==> src/rtl/ctrl_layer_seq_pkg.sv <==
// Shared types and constants for the layer-parameter sequencer.
// The descriptor holds terminal counts (count-1), so outputs can be driven without arithmetic.
package ctrl_layer_seq_pkg;

  // Array geometry of the NPU datapath.
  localparam int K           = 5;
  localparam int W           = 32;
  localparam int C1_NB_TILE  = 6;
  localparam int C1_NB_TILEB = 1;
  localparam int C1_NB_TILEC = 6;
  localparam int C2_NB_TILE  = 3;
  localparam int C2_NB_TILEB = 6;
  localparam int C2_NB_TILEC = 16;

  // Field widths of the terminal-count outputs.
  localparam int CLOG2K = $clog2(K);
  localparam int CLOG2W = $clog2(W);
  localparam int CLOG2T = 3;
  localparam int CLOG2B = 3;
  localparam int CLOG2C = 4;

  typedef struct packed {
    logic              opcode;
    logic              last;
    logic [CLOG2K-1:0] ksize;
    logic [CLOG2W-1:0] ckgate;
    logic [CLOG2T-1:0] i_tile;
    logic [CLOG2T-1:0] o_tile;
    logic [CLOG2B-1:0] ifmaps;
    logic [CLOG2C-1:0] ofmaps;
  } arv_desc_t;

  localparam int DESC_W = $bits(arv_desc_t);

  // The two layers of the original fixed network; C1 uses opcode 0, C2 opcode 1 and closes the sequence.
  localparam arv_desc_t ARV_DESC_C1 = '{
    opcode: 1'b0,
    last:   1'b0,
    ksize:  CLOG2K'(K - 1),
    ckgate: CLOG2W'(W - K),
    i_tile: CLOG2T'(C1_NB_TILE - 1),
    o_tile: CLOG2T'(C1_NB_TILE - 1),
    ifmaps: CLOG2B'(C1_NB_TILEB - 1),
    ofmaps: CLOG2C'(C1_NB_TILEC - 1)
  };

  localparam arv_desc_t ARV_DESC_C2 = '{
    opcode: 1'b1,
    last:   1'b1,
    ksize:  CLOG2K'(K - 1),
    ckgate: CLOG2W'(1),
    i_tile: CLOG2T'(C2_NB_TILE - 1),
    o_tile: CLOG2T'(C2_NB_TILE - 1),
    ifmaps: CLOG2B'(C2_NB_TILEB - 1),
    ofmaps: CLOG2C'(C2_NB_TILEC - 1)
  };

  typedef enum logic [2:0] {
    SEQ_IDLE,
    SEQ_LOAD,
    SEQ_ISSUE,
    SEQ_RUN,
    SEQ_DONE
  } seq_state_t;

endpackage

==> src/rtl/ctrl_layer_seq_if.sv <==
// Configuration, control and layer-parameter bus between the NPU controller and the sequencer.
// The master is the controller side; the slave is the sequencer.
interface ctrl_layer_seq_if #(parameter int NLAYER = 4);
  import ctrl_layer_seq_pkg::*;

  localparam int CLOG2L = $clog2(NLAYER);

  logic              cfg_we;
  logic [CLOG2L-1:0] cfg_addr;
  logic [DESC_W-1:0] cfg_wdata;
  logic              cfg_err;
  logic              start;
  logic              abort;
  logic              prm_valid;
  logic              prm_ready;
  logic              layer_done;
  logic              opcode;
  logic [CLOG2K-1:0] arv_ksize;
  logic [CLOG2W-1:0] arv_ckgate;
  logic [CLOG2T-1:0] arv_i_tile;
  logic [CLOG2T-1:0] arv_o_tile;
  logic [CLOG2B-1:0] arv_ifmaps;
  logic [CLOG2C-1:0] arv_ofmaps;
  logic [CLOG2L-1:0] layer_idx;
  logic              busy;
  logic              done;
  logic              seq_err;

  modport master (
    output cfg_we, cfg_addr, cfg_wdata, start, abort, prm_ready, layer_done,
    input  cfg_err, prm_valid, opcode, arv_ksize, arv_ckgate, arv_i_tile, arv_o_tile,
           arv_ifmaps, arv_ofmaps, layer_idx, busy, done, seq_err
  );

  modport slave (
    input  cfg_we, cfg_addr, cfg_wdata, start, abort, prm_ready, layer_done,
    output cfg_err, prm_valid, opcode, arv_ksize, arv_ckgate, arv_i_tile, arv_o_tile,
           arv_ifmaps, arv_ofmaps, layer_idx, busy, done, seq_err
  );

endinterface

==> src/rtl/ctrl_layer_seq_tbl.sv <==
// Descriptor table: NLAYER flopped slots, one synchronous write port and one
// combinational read port. Reset restores the C1/C2 network in slots 0 and 1.
module ctrl_layer_tbl
  import ctrl_layer_seq_pkg::*;
#(
  parameter int NLAYER = 4
) (
  input  logic                       clk,
  input  logic                       rst,
  input  logic                       we,
  input  logic [$clog2(NLAYER)-1:0]  waddr,
  input  arv_desc_t                  wdata,
  input  logic [$clog2(NLAYER)-1:0]  raddr,
  output arv_desc_t                  rdata
);

  arv_desc_t mem [NLAYER];

  // Slot storage: defaults on reset, otherwise take accepted writes to existing slots.
  always_ff @(posedge clk) begin
    if (rst) begin
      for (int i = 0; i < NLAYER; i++) begin
        mem[i] <= '0;
      end
      mem[0] <= ARV_DESC_C1;
      mem[1] <= ARV_DESC_C2;
    end else if (we && (int'(waddr) < NLAYER)) begin
      mem[waddr] <= wdata;
    end
  end

  assign rdata = mem[raddr];

endmodule

==> src/rtl/ctrl_layer_seq.sv <==
// Layer-parameter sequencer: walks the descriptor table from slot 0, issuing one
// layer per valid/ready handshake and advancing on layer_done until a descriptor
// marked last (or the final slot) completes.
module ctrl_layer_seq
  import ctrl_layer_seq_pkg::*;
#(
  parameter int NLAYER = 4
) (
  input  logic             clk,
  input  logic             rst,
  ctrl_layer_seq_if.slave  bus
);

  localparam int CLOG2L = $clog2(NLAYER);
  localparam logic [CLOG2L-1:0] LAST_IDX = CLOG2L'(NLAYER - 1);

  seq_state_t        state;
  seq_state_t        state_next;
  logic [CLOG2L-1:0] idx;
  logic [CLOG2L-1:0] idx_next;
  arv_desc_t         rd_desc;
  arv_desc_t         cur_desc;
  logic              cfg_accept;
  logic              start_accept;
  logic              cfg_err;
  logic              seq_err;

  // Table writes are only safe while no sequence is reading the table.
  assign cfg_accept   = bus.cfg_we && (state == SEQ_IDLE);
  assign start_accept = bus.start && !bus.abort && (state == SEQ_IDLE);

  ctrl_layer_tbl #(
    .NLAYER (NLAYER)
  ) u_tbl (
    .clk   (clk),
    .rst   (rst),
    .we    (cfg_accept),
    .waddr (bus.cfg_addr),
    .wdata (arv_desc_t'(bus.cfg_wdata)),
    .raddr (idx),
    .rdata (rd_desc)
  );

  // Next-state and slot-index decode; abort overrides everything and IDLE always restarts at slot 0.
  always_comb begin
    state_next = state;
    idx_next   = idx;
    case (state)
      SEQ_IDLE:  if (bus.start) state_next = SEQ_LOAD;
      SEQ_LOAD:  state_next = SEQ_ISSUE;
      SEQ_ISSUE: if (bus.prm_ready) state_next = SEQ_RUN;
      SEQ_RUN: begin
        if (bus.layer_done) begin
          if (cur_desc.last || (idx == LAST_IDX)) begin
            state_next = SEQ_DONE;
          end else begin
            state_next = SEQ_LOAD;
            idx_next   = idx + CLOG2L'(1);
          end
        end
      end
      SEQ_DONE:  state_next = SEQ_IDLE;
      default:   state_next = SEQ_IDLE;
    endcase
    if (bus.abort) begin
      state_next = SEQ_IDLE;
    end
    if (state_next == SEQ_IDLE) begin
      idx_next = '0;
    end
  end

  // State and slot-index registers.
  always_ff @(posedge clk) begin
    if (rst) begin
      state <= SEQ_IDLE;
      idx   <= '0;
    end else begin
      state <= state_next;
      idx   <= idx_next;
    end
  end

  // Output descriptor register: captured in LOAD, then held until the next LOAD.
  always_ff @(posedge clk) begin
    if (rst) begin
      cur_desc <= '0;
    end else if (state == SEQ_LOAD) begin
      cur_desc <= rd_desc;
    end
  end

  // Error flags: cfg_err pulses for a rejected write, seq_err sticks until the next accepted start.
  always_ff @(posedge clk) begin
    if (rst) begin
      cfg_err <= 1'b0;
      seq_err <= 1'b0;
    end else begin
      cfg_err <= bus.cfg_we && (state != SEQ_IDLE);
      if (bus.layer_done && (state != SEQ_RUN)) begin
        seq_err <= 1'b1;
      end else if (start_accept) begin
        seq_err <= 1'b0;
      end
    end
  end

  assign bus.prm_valid  = (state == SEQ_ISSUE);
  assign bus.busy       = (state != SEQ_IDLE);
  assign bus.done       = (state == SEQ_DONE);
  assign bus.layer_idx  = idx;
  assign bus.opcode     = cur_desc.opcode;
  assign bus.arv_ksize  = cur_desc.ksize;
  assign bus.arv_ckgate = cur_desc.ckgate;
  assign bus.arv_i_tile = cur_desc.i_tile;
  assign bus.arv_o_tile = cur_desc.o_tile;
  assign bus.arv_ifmaps = cur_desc.ifmaps;
  assign bus.arv_ofmaps = cur_desc.ofmaps;
  assign bus.cfg_err    = cfg_err;
  assign bus.seq_err    = seq_err;

endmodule

==> src/flat_wrapper.sv <==
// flat-port wrapper written by rule: the top's interface ports become plain ports
module ctrl_layer_seq_flat import ctrl_layer_seq_pkg::*;
#(
  parameter int NLAYER = 4
)
  (clk, rst, bus_cfg_we, bus_cfg_addr, bus_cfg_wdata, bus_start, bus_abort, bus_prm_ready, bus_layer_done, bus_cfg_err, bus_prm_valid, bus_opcode, bus_arv_ksize, bus_arv_ckgate, bus_arv_i_tile, bus_arv_o_tile, bus_arv_ifmaps, bus_arv_ofmaps, bus_layer_idx, bus_busy, bus_done, bus_seq_err);
  ctrl_layer_seq_if #(.NLAYER(NLAYER)) bus_i ();
  input  logic clk;
  input  logic rst;
  input wire logic [$bits(bus_i.cfg_we)-1:0] bus_cfg_we;
  input wire logic [$bits(bus_i.cfg_addr)-1:0] bus_cfg_addr;
  input wire logic [$bits(bus_i.cfg_wdata)-1:0] bus_cfg_wdata;
  input wire logic [$bits(bus_i.start)-1:0] bus_start;
  input wire logic [$bits(bus_i.abort)-1:0] bus_abort;
  input wire logic [$bits(bus_i.prm_ready)-1:0] bus_prm_ready;
  input wire logic [$bits(bus_i.layer_done)-1:0] bus_layer_done;
  output wire logic [$bits(bus_i.cfg_err)-1:0] bus_cfg_err;
  output wire logic [$bits(bus_i.prm_valid)-1:0] bus_prm_valid;
  output wire logic [$bits(bus_i.opcode)-1:0] bus_opcode;
  output wire logic [$bits(bus_i.arv_ksize)-1:0] bus_arv_ksize;
  output wire logic [$bits(bus_i.arv_ckgate)-1:0] bus_arv_ckgate;
  output wire logic [$bits(bus_i.arv_i_tile)-1:0] bus_arv_i_tile;
  output wire logic [$bits(bus_i.arv_o_tile)-1:0] bus_arv_o_tile;
  output wire logic [$bits(bus_i.arv_ifmaps)-1:0] bus_arv_ifmaps;
  output wire logic [$bits(bus_i.arv_ofmaps)-1:0] bus_arv_ofmaps;
  output wire logic [$bits(bus_i.layer_idx)-1:0] bus_layer_idx;
  output wire logic [$bits(bus_i.busy)-1:0] bus_busy;
  output wire logic [$bits(bus_i.done)-1:0] bus_done;
  output wire logic [$bits(bus_i.seq_err)-1:0] bus_seq_err;
  assign bus_i.cfg_we = bus_cfg_we;
  assign bus_i.cfg_addr = bus_cfg_addr;
  assign bus_i.cfg_wdata = bus_cfg_wdata;
  assign bus_i.start = bus_start;
  assign bus_i.abort = bus_abort;
  assign bus_i.prm_ready = bus_prm_ready;
  assign bus_i.layer_done = bus_layer_done;
  assign bus_cfg_err = bus_i.cfg_err;
  assign bus_prm_valid = bus_i.prm_valid;
  assign bus_opcode = bus_i.opcode;
  assign bus_arv_ksize = bus_i.arv_ksize;
  assign bus_arv_ckgate = bus_i.arv_ckgate;
  assign bus_arv_i_tile = bus_i.arv_i_tile;
  assign bus_arv_o_tile = bus_i.arv_o_tile;
  assign bus_arv_ifmaps = bus_i.arv_ifmaps;
  assign bus_arv_ofmaps = bus_i.arv_ofmaps;
  assign bus_layer_idx = bus_i.layer_idx;
  assign bus_busy = bus_i.busy;
  assign bus_done = bus_i.done;
  assign bus_seq_err = bus_i.seq_err;
  ctrl_layer_seq #(.NLAYER(NLAYER)) u_core (.clk(clk), .rst(rst), .bus(bus_i));
endmodule
==> config.mk <==
export PLATFORM = sky130hd
export DESIGN_NAME = ctrl_layer_seq_flat
export DESIGN_NICKNAME = d
export VERILOG_FILES = /design/src/rtl/ctrl_layer_seq_pkg.sv /design/src/rtl/ctrl_layer_seq_if.sv /design/src/rtl/ctrl_layer_seq_tbl.sv /design/src/rtl/ctrl_layer_seq.sv /design/src/flat_wrapper.sv
export SDC_FILE = /design/constraint.sdc
export NUM_CORES = 1
export LEC_CHECK = 0
export CORE_MARGIN = 2
export CORE_UTILIZATION = 56
export DETAILED_ROUTE_END_ITERATION = 8
export GPL_ROUTABILITY_DRIVEN = 0
export PLACE_DENSITY_LB_ADDON = 0.12
export SYNTH_ARGS = -nofsm -noshare
export SYNTH_HDL_FRONTEND = slang
export SYNTH_SLANG_ARGS = --single-unit
==> constraint.sdc <==
create_clock -name clk -period 4.3 [get_ports clk]
set_input_delay 1.29 -clock clk [delete_from_list [all_inputs] [get_ports clk]]
set_output_delay 1.29 -clock clk [all_outputs]
set_load 0.005 [all_outputs]
* Word level (Yosys, flattened, before mapping)
Memory sizes are Yosys's and may differ from the RTL's. A register that Yosys moved wholly into a read port is not among the register bits.
Index checks and enable logic that the tools add are counted.
** Storage, ports and cells
- ROM bits :: 0
- Bits in writable memories :: 92
- Memories :: 1
- Bits in latches :: 0
- Register bits :: 7
** Memory list
- u_core.u_tbl.mem :: words 4, width 23, rd ports 1, clocked after Yosys merged registers in 1, write ports 4, line ctrl_layer_seq_tbl.sv:17 : arv_desc_t mem [NLAYER];
** Cells by class
- Reductions and logical operators :: 14
- Shifts and indexed selects :: 0
- Bitwise operators :: 3
- Magnitude comparators :: 0
- $mul :: 0
- Multiplexer cells :: 18
- Equal/unequal tests :: 6
- Add/subtract/negate cells :: 1
- Divide/modulo/power cells :: 0
** Operator list (number)
- 23-bit two-way mux :: 3
- 23-bit OR reduction :: 1
- 3-bit two-way mux :: 5
- 3-bit case mux with 4 select lines :: 1
- 1-bit two-way mux :: 8
- 3-bit by 2-bit == test with 1-bit output (second input constant) :: 2
- 3-bit zero test :: 2
- 1-bit logical AND :: 5
- 3-bit by 1-bit == test with 1-bit output (second input constant) :: 1
- 3-bit == test (second input constant) :: 1
- 3-bit by 2-bit != test with 1-bit output (second input constant) :: 1
- 3-bit AND reduction :: 1
- 3-bit nonzero test :: 1
- 2-bit by 1-bit adder with 2-bit output (second input constant) :: 1
- 2-bit == test (second input constant) :: 1
- 2-bit two-way mux :: 1
- 1-bit OR :: 2
- 2-bit nonzero test :: 1
- 2-bit OR reduction :: 1
- 1-bit zero test :: 1
- 1-bit logical OR :: 1
- 1-bit inverter :: 1

* Logic depth before layout (Yosys ltp)
Gate-level depths: netlist of run 1.
- Depth in word-level cells :: 8
- Depth in mapped cells :: 7
- Depth with buffers taken out :: 5

* By module
From an unflattened synthesis of run 1, not the netlist that was laid out.
** Second synthesis, totals
- Cells, all modules :: 423
- Area total of the unflattened synthesis :: 5365.1 um^2
** Modules (own cells, without submodules)
- ctrl_layer_tbl :: sequential area each 2762.6 um^2, times used 1, area an instance 4031.4 um^2, cells an instance 257
- ctrl_layer_seq :: sequential area each 600.6 um^2, times used 1, area an instance 1333.8 um^2, cells an instance 166

* Least setup slack after synthesis of run 1
Ideal clock, no wire load.
- Path type :: input to register
- Start :: input rst
- End :: memory u_core.u_tbl.mem[1][0] (netlist name), enable pin
- Cell stages on the path :: 4
- Data required time :: 3945 ps
- Arrival time :: 2391 ps
- Setup slack :: 1553 ps
- Buffers on the path :: 1
- Library setup time :: 355 ps
- Path through :: nand2b_1 > nor4b_4 > buf_4 > or2_2
** RTL lines
- start, declared :: line flat_wrapper.sv:9 : input logic rst;
- end, declared :: line ctrl_layer_seq_tbl.sv:17

* Worst setup path in the final report of run 1
- Start :: register u_core.idx[0] (netlist: u_core.bus.layer_idx[0])
- End :: output bus_layer_idx[0]
** RTL lines
- start, declared :: line ctrl_layer_seq.sv:19 : logic [CLOG2L-1:0] idx;
- start signal, assigned :: line ctrl_layer_seq.sv:80 : idx <= idx_next;
- end, declared :: line flat_wrapper.sv:26 : output wire logic [$bits(bus_i.layer_idx)-1:0] bus_layer_idx;
No word-level cell between the ends.

==> impl_summary.md, run 1 <==
Status
The run finished with clean final reports.

Global route
Global routing finished with a remaining overflow of 0. The initial antenna violation count is 0. The number of global-route vias before repair is 3187.

Entering global routing, the biggest net connects 31 pins. The wire length of the first global-routing pass is 15800 um. The total global-route track usage is 21.2%.

CTS
The clock passes through at most 2 buffers. The count of cells resized by post-cts repair is 0. The number of hold buffers added after CTS was 0. The clock net in this run drives a total of 122 sinks. The cell at the root of the clock tree is sky130_fd_sc_hd__clkbuf_8. After clock tree synthesis, the clock-pin slew on the worst setup and hold paths is 0.06 ns. The CTS tree is done. The H-tree generated during clock tree synthesis spans 4 levels. The number of post-CTS setup repair buffers is 0. The number of buffers inserted during clock tree synthesis is 17. The clock latency reported for the late side of the worst-skew pair is 0.52 ns.

Layout
The area growth from synthesis to layout is 21.1%. Once layout is complete, the cells apart from fillers number 573. The total number of nets in the final design is 464. Of the cells placed in the final design, the portion with a size suffix greater than 1 is 15.1%. The number of antenna cells inserted is 0. Measured on the finished design, the core utilization comes to 69.9%.

Yosys
The XOR/XNOR share of the synthesized area is 0.164%. The adder and majority gate portion of the synthesized area is 0.235%. The fraction of synthesis flops using an asynchronous set or reset pin is 0%. The number of distinct library cell variants in the gate-level netlist after synthesis is 38. Counting flops with a built-in enable in the synthesized netlist gives 92. The combinational family with the most area after synthesis is simple AND/OR/NAND/NOR gates. Summing the areas of all compound-gate instances in the mapped netlist gives 2.89% of the synthesized area.

Synthesis produced 389 cells. In this run, synthesis produced a sequential element count of 122. The largest area contributor in the netlist is sky130_fd_sc_hd__edfxtp_1. The synthesized area per cell is 13.7 um^2. Ranked by total cell area, the synthesized netlist is headed by sky130_fd_sc_hd__edfxtp_1 52%, sky130_fd_sc_hd__dfxtp_1 11%, sky130_fd_sc_hd__mux4_2 9.7%, sky130_fd_sc_hd__and2_1 8.2%, sky130_fd_sc_hd__buf_4 3.5%.

Summing every instance area after synthesis gives 0.00533 mm^2. The post-synthesis sequential area ratio is 63.1%. When the netlist entered floorplanning its net count stood at 422. The most used flip-flop cell after synthesis is sky130_fd_sc_hd__edfxtp_1. The simple-gate share of the synthesized area is 18.2%. Of the post-synthesis cell area, the dominant cell type holds 51.8%. Measured against the total synthesized area, the mux share comes to 10.1%. The Yosys step of the flow raised 0 warnings.

Route
In the final routing, the length of wire on met1 measures 4060 um. After detailed routing, the number of remaining DRC violations is 0. Wire segments on met3 add up to 534 um in the final route. The remaining antenna violation count is 0. The routed layout has 3017 vias. The first-pass detailed-route iteration total is 6. For this block, the initial DRC count from the detailed router was 166. After detailed routing, the met2 layer carries 5260 um of wire. Using the TritonRoute via totals, the vias-per-cell ratio works out to 5.27.

The routed length per instance is 17.4 um. The detailed router used layers up to and including met4. The routed design has 9950 um of wire.

Timing
Counting I/O delays and the setup requirement, the final critical path takes 3.16 ns. Setup violations remaining at the end of the flow were counted as 0. Setup repair after global routing left no endpoint under its margin. For the final database, setup skew stands at 0.00994 ns. On the final layout, the worst hold slack is 0.450 ns. The fmax is 0.316 GHz. The final critical-path share of the clock period is 73.5%. The final-report hold violation count is 0. The relative slew slack is 56.1%. The number of pins with negative max-slew slack in the final report was 0.

The transition time of the tightest slew-check pin is 0.658 ns. In the final timing run, aggregate negative setup slack is 0 ns.

Critical path
The largest single stage delay on the critical path is 0.60 ns. Data on the critical path arrives at its endpoint at 1.87 ns. The critical path contains buffers and inverters numbering 2 combined. The type of element capturing the critical path is an output pin. STA classifies the critical path startpoint as a flip-flop. The cell with the biggest individual delay on the critical path is sky130_fd_sc_hd__clkdlybuf4s50_1. The data required time at the worst endpoint is 3.01 ns. The kind of cell adding the most delay to the critical path is buffers and inverters. The critical setup path kind is flip-flop to output pin.

The worst register-to-register path has a setup slack of 2.19 ns. Along the worst path, the maximum fanout reaches 26. The critical path goes through buf_4 -> clkdlybuf4s50_1.

Die
From left edge to right edge, the die measures 102 um. For this configuration, the core starts out at a cell density of 57.7%. The number of I/O pins is 61. The total area inside the core boundary comes to 0.00924 mm^2. The die covers 0.0103 mm^2. The floorplan has 35 rows.

The y dimension of the die is 102 um.

Power
The completed layout was analyzed and its total power is 2.89 mW. The highest ir drop seen on vdd is 0.291 mV. The ratio of total power to cell area is 448 mW/mm^2. The static leakage is 2.21 nW.

Place
The post-DP HPWL is 5830 um. The instance count after placement with tap cells included is 541. Buffers placed on the I/O ports in this run total 60.

Worst hold path
The worst min-delay path category is flip-flop to flip-flop.

Flow run
The max capacitance violation total is 0.
==> power by group <==
| part | internal (mW) | switching, mW | leakage (nW) | total (mW) |
|---|---|---|---|---|
| Combinational | 0.0731 | 0.0748 | 0.793 | 0.148 |
| Sequential | 1.31 | 0.0155 | 1.14 | 1.33 |
| Clock | 0.935 | 0.480 | 0.281 | 1.42 |
| Total | 2.32 | 0.570 | 2.21 | 2.89 |
==> kinds of logic (layout without fill, tap and decap cells) <==
kind of cell / Yosys count / in the layout
and+or+nand+nor: 166 / 166
DFF: 122 / 122
buffers and inverters: 46 / 101
AOI/OAI and AO/OA: 28 / 28
muxes: 25 / 25
adders and majority gates: 1 / 1
xor gates and xnor gates: 1 / 1
==> placed cells by master (no fill, tap or decap), types with 2 or more instances in the layout <==
cell type                         synthesis  layout
sky130_fd_sc_hd__bufinv_16                0       4
sky130_fd_sc_hd__buf_4                   25       8
sky130_fd_sc_hd__edfxtp_1                92      92
sky130_fd_sc_hd__clkinv_2                 0       3
sky130_fd_sc_hd__nand2b_1                18      18
sky130_fd_sc_hd__or2b_1                   6       6
sky130_fd_sc_hd__nand3b_1                 2       2
sky130_fd_sc_hd__a21oi_1                 23      23
sky130_fd_sc_hd__nor3b_1                  3       2
sky130_fd_sc_hd__dfxtp_1                 30      29
sky130_fd_sc_hd__and2_1                  70      70
sky130_fd_sc_hd__nor2_1                   6       6
sky130_fd_sc_hd__nand2_1                 46      46
sky130_fd_sc_hd__clkdlybuf4s50_1          0      60
sky130_fd_sc_hd__mux2i_1                  2       2
sky130_fd_sc_hd__or2_2                    4       4
sky130_fd_sc_hd__clkbuf_16                0      16
sky130_fd_sc_hd__clkbuf_1                 7       6
sky130_fd_sc_hd__mux4_2                  23      23
==> cells in the mapped netlist, types with 2 or more instances <==
| master | instances |
|---|---|
| sky130_fd_sc_hd__mux4_2 | 23 |
| sky130_fd_sc_hd__mux2i_1 | 2 |
| sky130_fd_sc_hd__or2_2 | 4 |
| sky130_fd_sc_hd__nand2_1 | 46 |
| sky130_fd_sc_hd__dfxtp_1 | 30 |
| sky130_fd_sc_hd__clkbuf_2 | 4 |
| sky130_fd_sc_hd__buf_2 | 7 |
| sky130_fd_sc_hd__or2b_1 | 6 |
| sky130_fd_sc_hd__and2_1 | 70 |
| sky130_fd_sc_hd__nor3b_1 | 3 |
| sky130_fd_sc_hd__nor2_1 | 6 |
| sky130_fd_sc_hd__a21oi_1 | 23 |
| sky130_fd_sc_hd__edfxtp_1 | 92 |
| sky130_fd_sc_hd__nand2b_1 | 18 |
| sky130_fd_sc_hd__buf_4 | 25 |
| sky130_fd_sc_hd__clkbuf_1 | 7 |
| sky130_fd_sc_hd__nand3b_1 | 2 |
==> worst reg2reg max path, stage by stage (launching register included) <==
cell and delay [ns]:
sky130_fd_sc_hd__dfxtp_1 0.43, sky130_fd_sc_hd__nor3_4 0.28, sky130_fd_sc_hd__inv_2 0.12, sky130_fd_sc_hd__nor2_1 0.16
sky130_fd_sc_hd__and3_1 0.19, sky130_fd_sc_hd__or2_2 0.55
==> worst paths after layout <==
check                                                end  cells after the start                     start
worst max register to register    u_core.u_tbl.mem[3][3]                      5           u_core.state[1]
worst min-delay path            u_core.bus.arv_o_tile[0]                      2  u_core.bus.arv_o_tile[0]
worst max-delay path                    bus_layer_idx[0]                      2   u_core.bus.layer_idx[0]
worst min register to register  u_core.bus.arv_o_tile[0]                      2  u_core.bus.arv_o_tile[0]
==> registers in the layout, summed over array words and instances, names as in the netlist <==
register,count
u_core.bus.arv_ofmaps,4
u_core.bus.arv_ckgate,5
u_core.bus.cfg_err,1
u_core.bus.arv_o_tile,3
u_core.state,3
u_core.cur_desc,1
u_core.bus.opcode,1
u_core.u_tbl.mem,92
u_core.bus.seq_err,1
u_core.bus.arv_ksize,3
u_core.bus.layer_idx,2
u_core.bus.arv_i_tile,3
u_core.bus.arv_ifmaps,3
==> layout make-up <==
class | count | area, um^2
clock inverter | 9 | 146
clock buffer | 23 | 437
sequential | 122 | 3360
fill | 645 | 2780
tap | 129 | 161
multi-input combinational | 221 | 1690
inverter | 1 | 3.75
timing repair buffer | 68 | 661
==> metrics by stage <==
stage,worst slack (ns),area [um^2]
global route,1.03,6460
floorplan,1.55,5330
global placement,1.07,5880
CTS,1.09,6460
finish,1.14,6460
detailed placement,0.996,5880
==> per-layer routing <==
metal	GRT usage, %	vias to the layer above
li1	-	1444
met4	8.32	0
met3	5.87	14
met1	25.0	1473
met2	36.7	86
met5	0	-
No activity file was read; power rests on OpenSTA's default activity.
==> run 2: changes to the inputs <==
- clock period: 4.3 -> 3.2 ns (I/O delays scaled with it)
==> impl_summary.md, run 2 (same netlist as run 1, synthesis figures left out) <==
Status
The flow ran to the end, and the final reports show no timing, DRC or antenna violations.

Power
For this design the ratio of total power to cell area is 602 mW/mm^2. The overall power after layout is 3.92 mW. Across the VDD grid, the largest voltage drop is 0.352 mV.

The static leakage is 2.23 nW.

Layout
The most frequent standard cell in the layout excluding fill and tap cells is sky130_fd_sc_hd__edfxtp_1. In the layout the commonest cells are 92 x sky130_fd_sc_hd__edfxtp_1, 70 x sky130_fd_sc_hd__and2_1, 60 x sky130_fd_sc_hd__clkdlybuf4s50_1. The most flop-heavy register is u_core.u_tbl.mem. The multi-input combinational cell area is 0.00169 mm^2.

0 antenna diodes ended up in the layout. Relative to the synthesized area, the layout overhead comes to 22.2%. Cells with a size suffix above 1 make up 16.8% of the layout. The layout has 660 filler cells. The number of flip-flops under the largest register name is 92. For this run, the post-layout net count is 466. The area taken by flip-flops and latches is 0.00336 mm^2.

CTS
The number of clock buffers added by TritonCTS is 17. The number of post-CTS setup repair buffers is 0. The post-CTS clock slew at the launch and capture registers of the worst setup and hold paths is 0.06 ns. The clock passes through at most 2 buffers. TritonCTS built the clock tree.

The number of hold buffers added after cts is 0. The count of cells resized by post-cts repair is 0. The tree built by TritonCTS fans out to 122 sinks.

The clock latency reported for the late side of the worst-skew pair is 0.52 ns. The cell at the root of the clock tree is sky130_fd_sc_hd__clkbuf_8. The number of H-tree levels is 4.

Timing
Summed over all failing endpoints, the final setup total negative slack is 0 ns. The transition time of the tightest slew-check pin is 0.637 ns. The final-report hold violation count is 0.

The number of pins with negative max-slew slack in the final report was 0. The final critical-path share of the clock period is 88.3%. The final-report setup violation count is 0. The fmax is 0.354 GHz. The final critical delay including setup and external delays is 2.82 ns. Setup repair after global routing left no endpoint under its margin. The final setup skew is 0.00495 ns.

Setup slack closes at 0.375 ns. The relative slew slack is 57.5%.

Critical path
The number of buffers and inverters on the critical path is 2. The cell with the biggest individual delay on the critical path is sky130_fd_sc_hd__dfxtp_1. Tracing the worst setup path back leads to its startpoint at u_core.state[1]. The top fanout value on the critical path is 10. The critical path runs through a total of 3 cells. The endpoint of the worst setup timing path is bus_busy.

Walking the worst path, the cells encountered are nor3_4 -> inv_2 -> clkdlybuf4s50_1. The data required time at the worst endpoint is 2.24 ns. The number of cells on the worst reg-to-reg path is 5. The reg-to-reg endpoint is u_core.u_tbl.mem[3][13].

STA classifies the critical path startpoint as a flip-flop. In this design, the stage delay of the slowest critical-path cell is 0.56 ns. The critical setup path kind is flip-flop to output pin. The kind of cell adding the most delay to the critical path is buffers and inverters. The type of element capturing the critical path is an output pin.

The register-to-register setup slack is 1.12 ns. The start of the worst register-to-register path is u_core.state[1]. For the worst setup path, the data arrival time is 1.86 ns.

Route
The detail route stage leaves a number of antenna-violating nets equal to 0. The number of remaining DRC errors is 0. Dividing the detail-routed wire length by the instance count gives 18.1 um. Wires add up to 10400 um. The first-pass detailed-route iteration total is 4.

After detailed routing, the number of vias per cell comes to 5.35. The starting DRC count in detailed routing is 119. The routed via count is 3074.

Die
The floorplan step defined a core boundary enclosing 0.00924 mm^2. In this run the core area contains 35 standard-cell rows. Once the floorplan was initialized, standard cells occupied 57.7% of the core. The die footprint is 0.0103 mm^2. The die is 102 um wide. The die is 102 um tall. The number of I/O pins is 61.

Global route
The initial antenna violation count came to 0. The overall overflow remaining after global route is 0. The pin count of the biggest net entering global routing is 31.

The total global-route track usage is 22.0%. The wire length of the first global-routing pass is 16300 um. The number of global-route vias before repair came to 3062.

Place
The count of buffers inserted at the top-level ports is 60. The post-placement worst setup slack is 0.355 ns. The post-DP HPWL is 5910 um.

Flow run
Across the run, the number of max-cap violations was 0.

Worst hold path
The worst min-delay path category is flip-flop to flip-flop.
run 2: cell count changes in the layout (fill, tap and decap cells not counted), sizes merged:
cell / previous run / this run
buf: 8 / 10
bufinv: 4 / 2
clkbuf: 23 / 21
inv: 1 / 3
clkinvlp: 1 / 3
run 2: area by class of cell:
cell class / instances / area share [%]
sequential: 122 / 51.6
multi-input combinational: 221 / 25.9
timing repair buffer: 70 / 10.6
clock buffer: 21 / 7.39
tap: 129 / 2.48
clock inverter: 11 / 2.02
inverter: 1 / 0.0576
run 2: metrics by stage:
stage	util, %	cell area [um^2]	instances	hold slack (ns)
floorplan	-	5330	389	0.437
global placement	63.9	5910	543	0.441
detailed placement	63.9	5910	543	0.446
CTS	70.5	6520	575	0.454
global route	70.5	6520	575	0.469
finish	70.5	6520	575	0.450
run 2: worst min path at each step:
stage | startpoint | end | cells past startpoint
floorplan | u_core.bus.arv_ckgate[0] | u_core.bus.arv_ckgate[0] | 2
global placement | u_core.bus.arv_i_tile[1] | u_core.bus.arv_i_tile[1] | 2
detailed placement | u_core.bus.arv_ckgate[0] | u_core.bus.arv_ckgate[0] | 2
CTS | u_core.bus.arv_ckgate[0] | u_core.bus.arv_ckgate[0] | 2
global route | u_core.bus.arv_ckgate[0] | u_core.bus.arv_ckgate[0] | 2
finish | u_core.bus.arv_ckgate[1] | u_core.bus.arv_ckgate[1] | 2
run 2: power breakdown:
group	internal, mW	switching (mW)
combinational	0.102	0.101
sequential	1.76	0.0230
clock	1.23	0.703
run 2: worst register-to-register path: stages, from the launching register on:
cell and delay [ns]:
sky130_fd_sc_hd__dfxtp_1 0.43, sky130_fd_sc_hd__nor3_4 0.30, sky130_fd_sc_hd__inv_2 0.12, sky130_fd_sc_hd__nor2_1 0.15, sky130_fd_sc_hd__and3_1 0.18, sky130_fd_sc_hd__or2_2 0.53
run 2: layer usage:
layer | track usage (%) | routed length [um]
met5 | 0 | 0
met4 | 7.80 | 155
met3 | 6.49 | 527
met2 | 36.8 | 5410
met1 | 27.5 | 4330
==> variant 1, RTL diff (config.mk and constraints of run 2) <==
Encoding of `seq_state_t`: now one-hot (5 bits for 5 states).
--- a/src/rtl/ctrl_layer_seq_pkg.sv
+++ b/src/rtl/ctrl_layer_seq_pkg.sv
@@ -55,12 +55,12 @@
     ofmaps: CLOG2C'(C2_NB_TILEC - 1)
   };
 
-  typedef enum logic [2:0] {
-    SEQ_IDLE,
-    SEQ_LOAD,
-    SEQ_ISSUE,
-    SEQ_RUN,
-    SEQ_DONE
+  typedef enum logic [4:0] {
+    SEQ_IDLE  = 5'b00001,
+    SEQ_LOAD  = 5'b00010,
+    SEQ_ISSUE = 5'b00100,
+    SEQ_RUN   = 5'b01000,
+    SEQ_DONE  = 5'b10000
   } seq_state_t;
 
 endpackage
Behaviour: same outputs for any inputs over 10 cycles, from zero or initial values and one cycle with rst high; not proved beyond that.
==> variant 1 against run 2 <==
Fmax shrank 5.6%. Die area is 0.70% higher. Sequential cell count is 2 higher. Clock power down 7%. Setup slack worse by 0.17 ns. Routed wire length rose by 0.56%. Count of clock-buffer cells in the layout is 7 higher. Synthesized area grew 0.73%. Cell area is 0.96% higher. Register-to-register slack got worse by 0.14 ns. Power is 3.6% lower. Sequential share of layout area is 0.12 points higher. Critical path type unchanged. Largest cell class unchanged.
==> variant 1: results (changes against run 2) <==
CP Max Fanout=6 (-4); clk_lat worst skew=0.52 ns (about the same); register area share after synthesis=63.3% (+0.29 points); GRT Overall Usage=21.8% (-0.24 points); Avg WL per Cell=17.8 microns (-1.8%); CTS resizes=0 (unchanged); top cells by count, synth=edfxtp_1 (92), and2_1 (70), nand2_1 (51); vias in the first global route=3191 (+4.2%); hpwl dp=6.39 mm (+8.1%); Ant. Diodes=0 (unchanged); Cell variety after synth=35 (-7.9%); syn_nets=431 (+2.1%); worst vdd ir=0.000340 V (-3.4%); post-placement cell count=557 (+2.6%); Post-Layout Cell Count=589 (+2.4%); Lkg Pwr=2.25 nW (+0.70%); nets=480 (+3.0%); arrival time worst endpoint=2.03 ns (+0.17 ns); Post-Syn Area per Cell=13.5 sq um (-1.6%); post-synth top area share=51.4% (-0.37 points); synth top area cells=edfxtp_1 (51%), dfxtp_1 (12%), mux4_2 (9.6%), and2_1 (8.2%), nand2_1 (3.6%); DRT iter0 DRCs=161 (+35%); share of post-route cells with drive strength above 1=16.1% (-0.73 points); final setup skew=0.00805 ns (+0.00310 ns); clk root buf=clkbuf_8; worst slew pin tran=0.627 ns (-0.0105 ns); largest net degree at the start of global routing=33 (+6.5%); Via-to-Cell Ratio=5.36 (+0.26%); outcome=finished, final reports clean; first-pass GRT wire length=16.4 mm (+0.38%)
variant 1: report_power, final:
group	switching [W]	leakage [nW]	total [W]	internal [W]
Clock	0.000649	0.286	0.00180	0.00115
Sequential	0.0000173	1.15	0.00180	0.00178
Combinational	0.0000907	0.813	0.000180	0.0000892
Total	0.000757	2.25	0.00378	0.00302
variant 1: layer usage:
metal  routed length [microns]  track usage (%)  vias to the layer above
met4                       133             8.51                        0
met1                      4520             28.4                     1575
met3                       501             5.27                       12
met2                      5320             35.7                       77
li1                          -                -                     1493
met5                         0                0                        -
variant 1: logic make-up after synthesis:
| logic type | after synthesis | synth area share (%) |
|---|---|---|
| fa+ha+maj | 1 | 0.233 |
| compound gates | 31 | 3.14 |
| flops | 124 | 63.3 |
| buf+inv | 44 | 4.87 |
| xor+xnor | 1 | 0.163 |
| simple gates | 173 | 18.4 |
| mux | 24 | 9.83 |
variant 1: through the flow:
| step | worst slack (ns) | total power [W] | util [%] | hold slack, ns | cell area (sq um) |
|---|---|---|---|---|---|
| global placement | 0.376 | 0.00201 | 64.7 | 0.442 | 6010 |
| global route | 0.115 | 0.00389 | 70.9 | 0.467 | 6580 |
| detailed placement | 0.318 | 0.00201 | 64.7 | 0.445 | 6010 |
| floorplan | 0.761 | 0.00191 | - | 0.437 | 5370 |
| finish | 0.207 | 0.00378 | 70.9 | 0.453 | 6580 |
| CTS | 0.200 | 0.00380 | 70.9 | 0.453 | 6580 |
variant 1: cell type report:
cell class | count | area [sq um]
Tap cell | 129 | 161
Timing Repair Buffer | 72 | 728
Fill cell | 643 | 2700
Inverter | 2 | 7.51
Multi-Input combinational cell | 230 | 1710
Clock inverter | 4 | 22.5
Clock buffer | 28 | 549
Sequential cell | 124 | 3400
variant 1: critical path, stage by stage (launching register included):
cell,delay (ns)
dfxtp_1,0.38
nor3_1,0.39
and2_1,0.24
clkdlybuf4s50_1,0.51
variant 1: path summary, 6_finish.rpt:
path | start | endpoint | slack, ns | depth (start not counted)
worst min-delay path | u_core.bus.arv_o_tile[2] | u_core.bus.arv_o_tile[2] | 0.45 | 2
worst max-delay path | u_core.state[4] | bus_prm_valid | 0.21 | 3
worst max register to register | u_core.state[4] | u_core.u_tbl.mem[1][6] | 0.98 | 4
worst min register to register | u_core.bus.arv_o_tile[2] | u_core.bus.arv_o_tile[2] | 0.45 | 2
==> variant 2, RTL diff (settings of run 2) <==
Without the edit above. Change the package constant `CLOG2T` from 3 to 4.
--- a/src/rtl/ctrl_layer_seq_pkg.sv
+++ b/src/rtl/ctrl_layer_seq_pkg.sv
@@ -15,7 +15,7 @@
   // Field widths of the terminal-count outputs.
   localparam int CLOG2K = $clog2(K);
   localparam int CLOG2W = $clog2(W);
-  localparam int CLOG2T = 3;
+  localparam int CLOG2T = 4;
   localparam int CLOG2B = 3;
   localparam int CLOG2C = 4;
 
Ports: changed (resized bus_arv_i_tile, bus_arv_o_tile and bus_cfg_wdata); port bits go from 61 to 65. The function was not compared with the original's and may differ.
==> variant 2 against run 2 <==
Setup slack gained 0.020 ns. Routed wire length grew 6.0%. Synthesized area grew 8.1%. Critical path type unchanged. Clock skew is essentially flat. Sequential cell count grew 10. Power shrank 3.4%. Largest cell class unchanged. Count of clock-buffer cells in the layout is the same. Critical path depth is the same. Non-clock buffer count grew 4. Cell area grew 5.5%. Highest routed layer unchanged. Fmax grew 0.71%. Sequential power grew 8%.
==> variant 2: results (changes against run 2) <==
GRT Overall Usage=21.4% (-0.60 points); Cell variety after synth=38 (unchanged); die width=105 microns (+3.8%); register area share after synthesis=63.2% (+0.15 points); nets=498 (+6.9%); Synth async-reset ratio=0% (unchanged); final setup vio count=0 (unchanged); outcome=finished, final reports clean; Via-to-Cell Ratio=5.41 (+1.1%); worst vdd ir=0.000314 V (-11%); worst slew pin tran=0.718 ns (+0.0806 ns); synth top area cells=edfxtp_1 (52%), dfxtp_1 (11%), mux4_2 (9.8%), and2_1 (8.5%), buf_4 (3.5%); Lkg Pwr=2.34 nW (+5.0%); largest net degree at the start of global routing=33 (+6.5%); DRT iter0 DRCs=173 (+45%); arrival time worst endpoint=1.85 ns; Layout non-clock buf frac=10.8% (+0.22 points); post-synthesis sequential element count=132 (+8.2%); antenna violations before repair=0 (unchanged); share of post-route cells with drive strength above 1=15.8% (-1.1 points); synth warn=0 (unchanged); dpl cell area=6370 sq um (+7.9%); Psw=0.000811 W (-1.9%); hpwl dp=6.67 mm (+13%); clk tree area frac=7.34% (-2.1 points); #MultiIn Comb=237 (+7.2%); max reg flops=100 (+8.7%); count of non-CTS inverters in the layout=1 (unchanged); Non-clk bufs=74 (+5.7%); P_seq=0.00193 W (+8%); Top FF cell, synth=edfxtp_1; register area=3640 sq um (+8.3%); total routed wirelength=11.0 mm (+6.0%); vias in the first global route=3308 (+8.0%); CTS resizes=0 (unchanged); Largest Register=u_core.u_tbl.mem; hold_sp=u_core.bus.opcode; cell count of the worst hold path=2 (unchanged); syn_nets=454 (+7.6%); port buffer count=64 (+6.7%); final setup skew=0.00486 ns (-0.0000881 ns); count of flip-flops with a built-in enable after synthesis=100 (+8.7%); # H-tree levels=4 (unchanged); worst r2r path cells=5 (unchanged); Ant. Diodes=0 (unchanged); Pre-antenna DRT Iters=4 (unchanged); Critical Path Max Stage Delay=around 0.57 ns; Longest Clk Path Bufs=2 (unchanged); Finished Cell Area=6870 sq um (+5.5%); multi-input combinational area share=26.3% (+0.45 points); crit path launch type=register; clock group total power=0.00164 W (-15%); first-pass GRT wire length=17.7 mm (+8.2%); top cells by count, synth=edfxtp_1 (100), and2_1 (78), nand2_1 (50); Layout fillers=717 (+8.6%)
==> variant 2: changes by cell type in the layout (fill, tap and decap cells not counted), moves of 3 or more <==
cell | before | now
nand2_1 | 46 | 50
edfxtp_1 | 92 | 100
clkinv_2 | 1 | 7
and2_1 | 70 | 78
clkdlybuf4s50_1 | 60 | 64
clkinv_4 | 3 | 0
==> variant 2: path summary, 6_finish.rpt <==
| kind | slack (ns) | end |
|---|---|---|
| hold reg to reg | 0.45 | u_core.bus.opcode |
| setup / recovery | 0.39 | bus_busy |
| setup reg to reg | 1.06 | u_core.u_tbl.mem[3][20] |
| hold / removal | 0.45 | u_core.bus.opcode |
==> variant 2: stage by stage <==
stage	power [W]	std cells	worst slack [ns]
finish	0.00379	612	0.395
global route	0.00391	612	0.303
CTS	0.00383	612	0.365
detailed placement	0.00219	580	0.246
global placement	0.00218	580	0.290
floorplan	0.00208	419	0.716
==> variant 2: worst register-to-register path, stage by stage, from the launching register on <==
cell,delay (ns)
dfxtp_1,0.43
nor3_4,0.31
inv_2,0.12
nor2_1,0.14
and3_1,0.18
or2_2,0.58
==> variant 2: routing by layer <==
| layer | GRT usage [%] | wire length, microns | vias up |
|---|---|---|---|
| li1 | - | - | 1557 |
| met4 | 6.38 | 114 | 0 |
| met2 | 35.5 | 5720 | 74 |
| met1 | 27.9 | 4800 | 1665 |
| met5 | 0 | 0 | - |
| met3 | 5.63 | 404 | 13 |
==> variant 2: cells by family (layout without fill, tap and decap cells) <==
kind of cell / Yosys count / in the layout / synth area share (%)
and+or+nand+nor: 178 / 178 / 18.1
DFF: 132 / 132 / 63.2
buffers and inverters: 50 / 107 / 5.38
AOI/OAI and AO/OA: 30 / 30 / 2.84
muxes: 27 / 27 / 10.1
adders and majority gates: 1 / 1 / 0.217
xor gates and xnor gates: 1 / 1 / 0.152
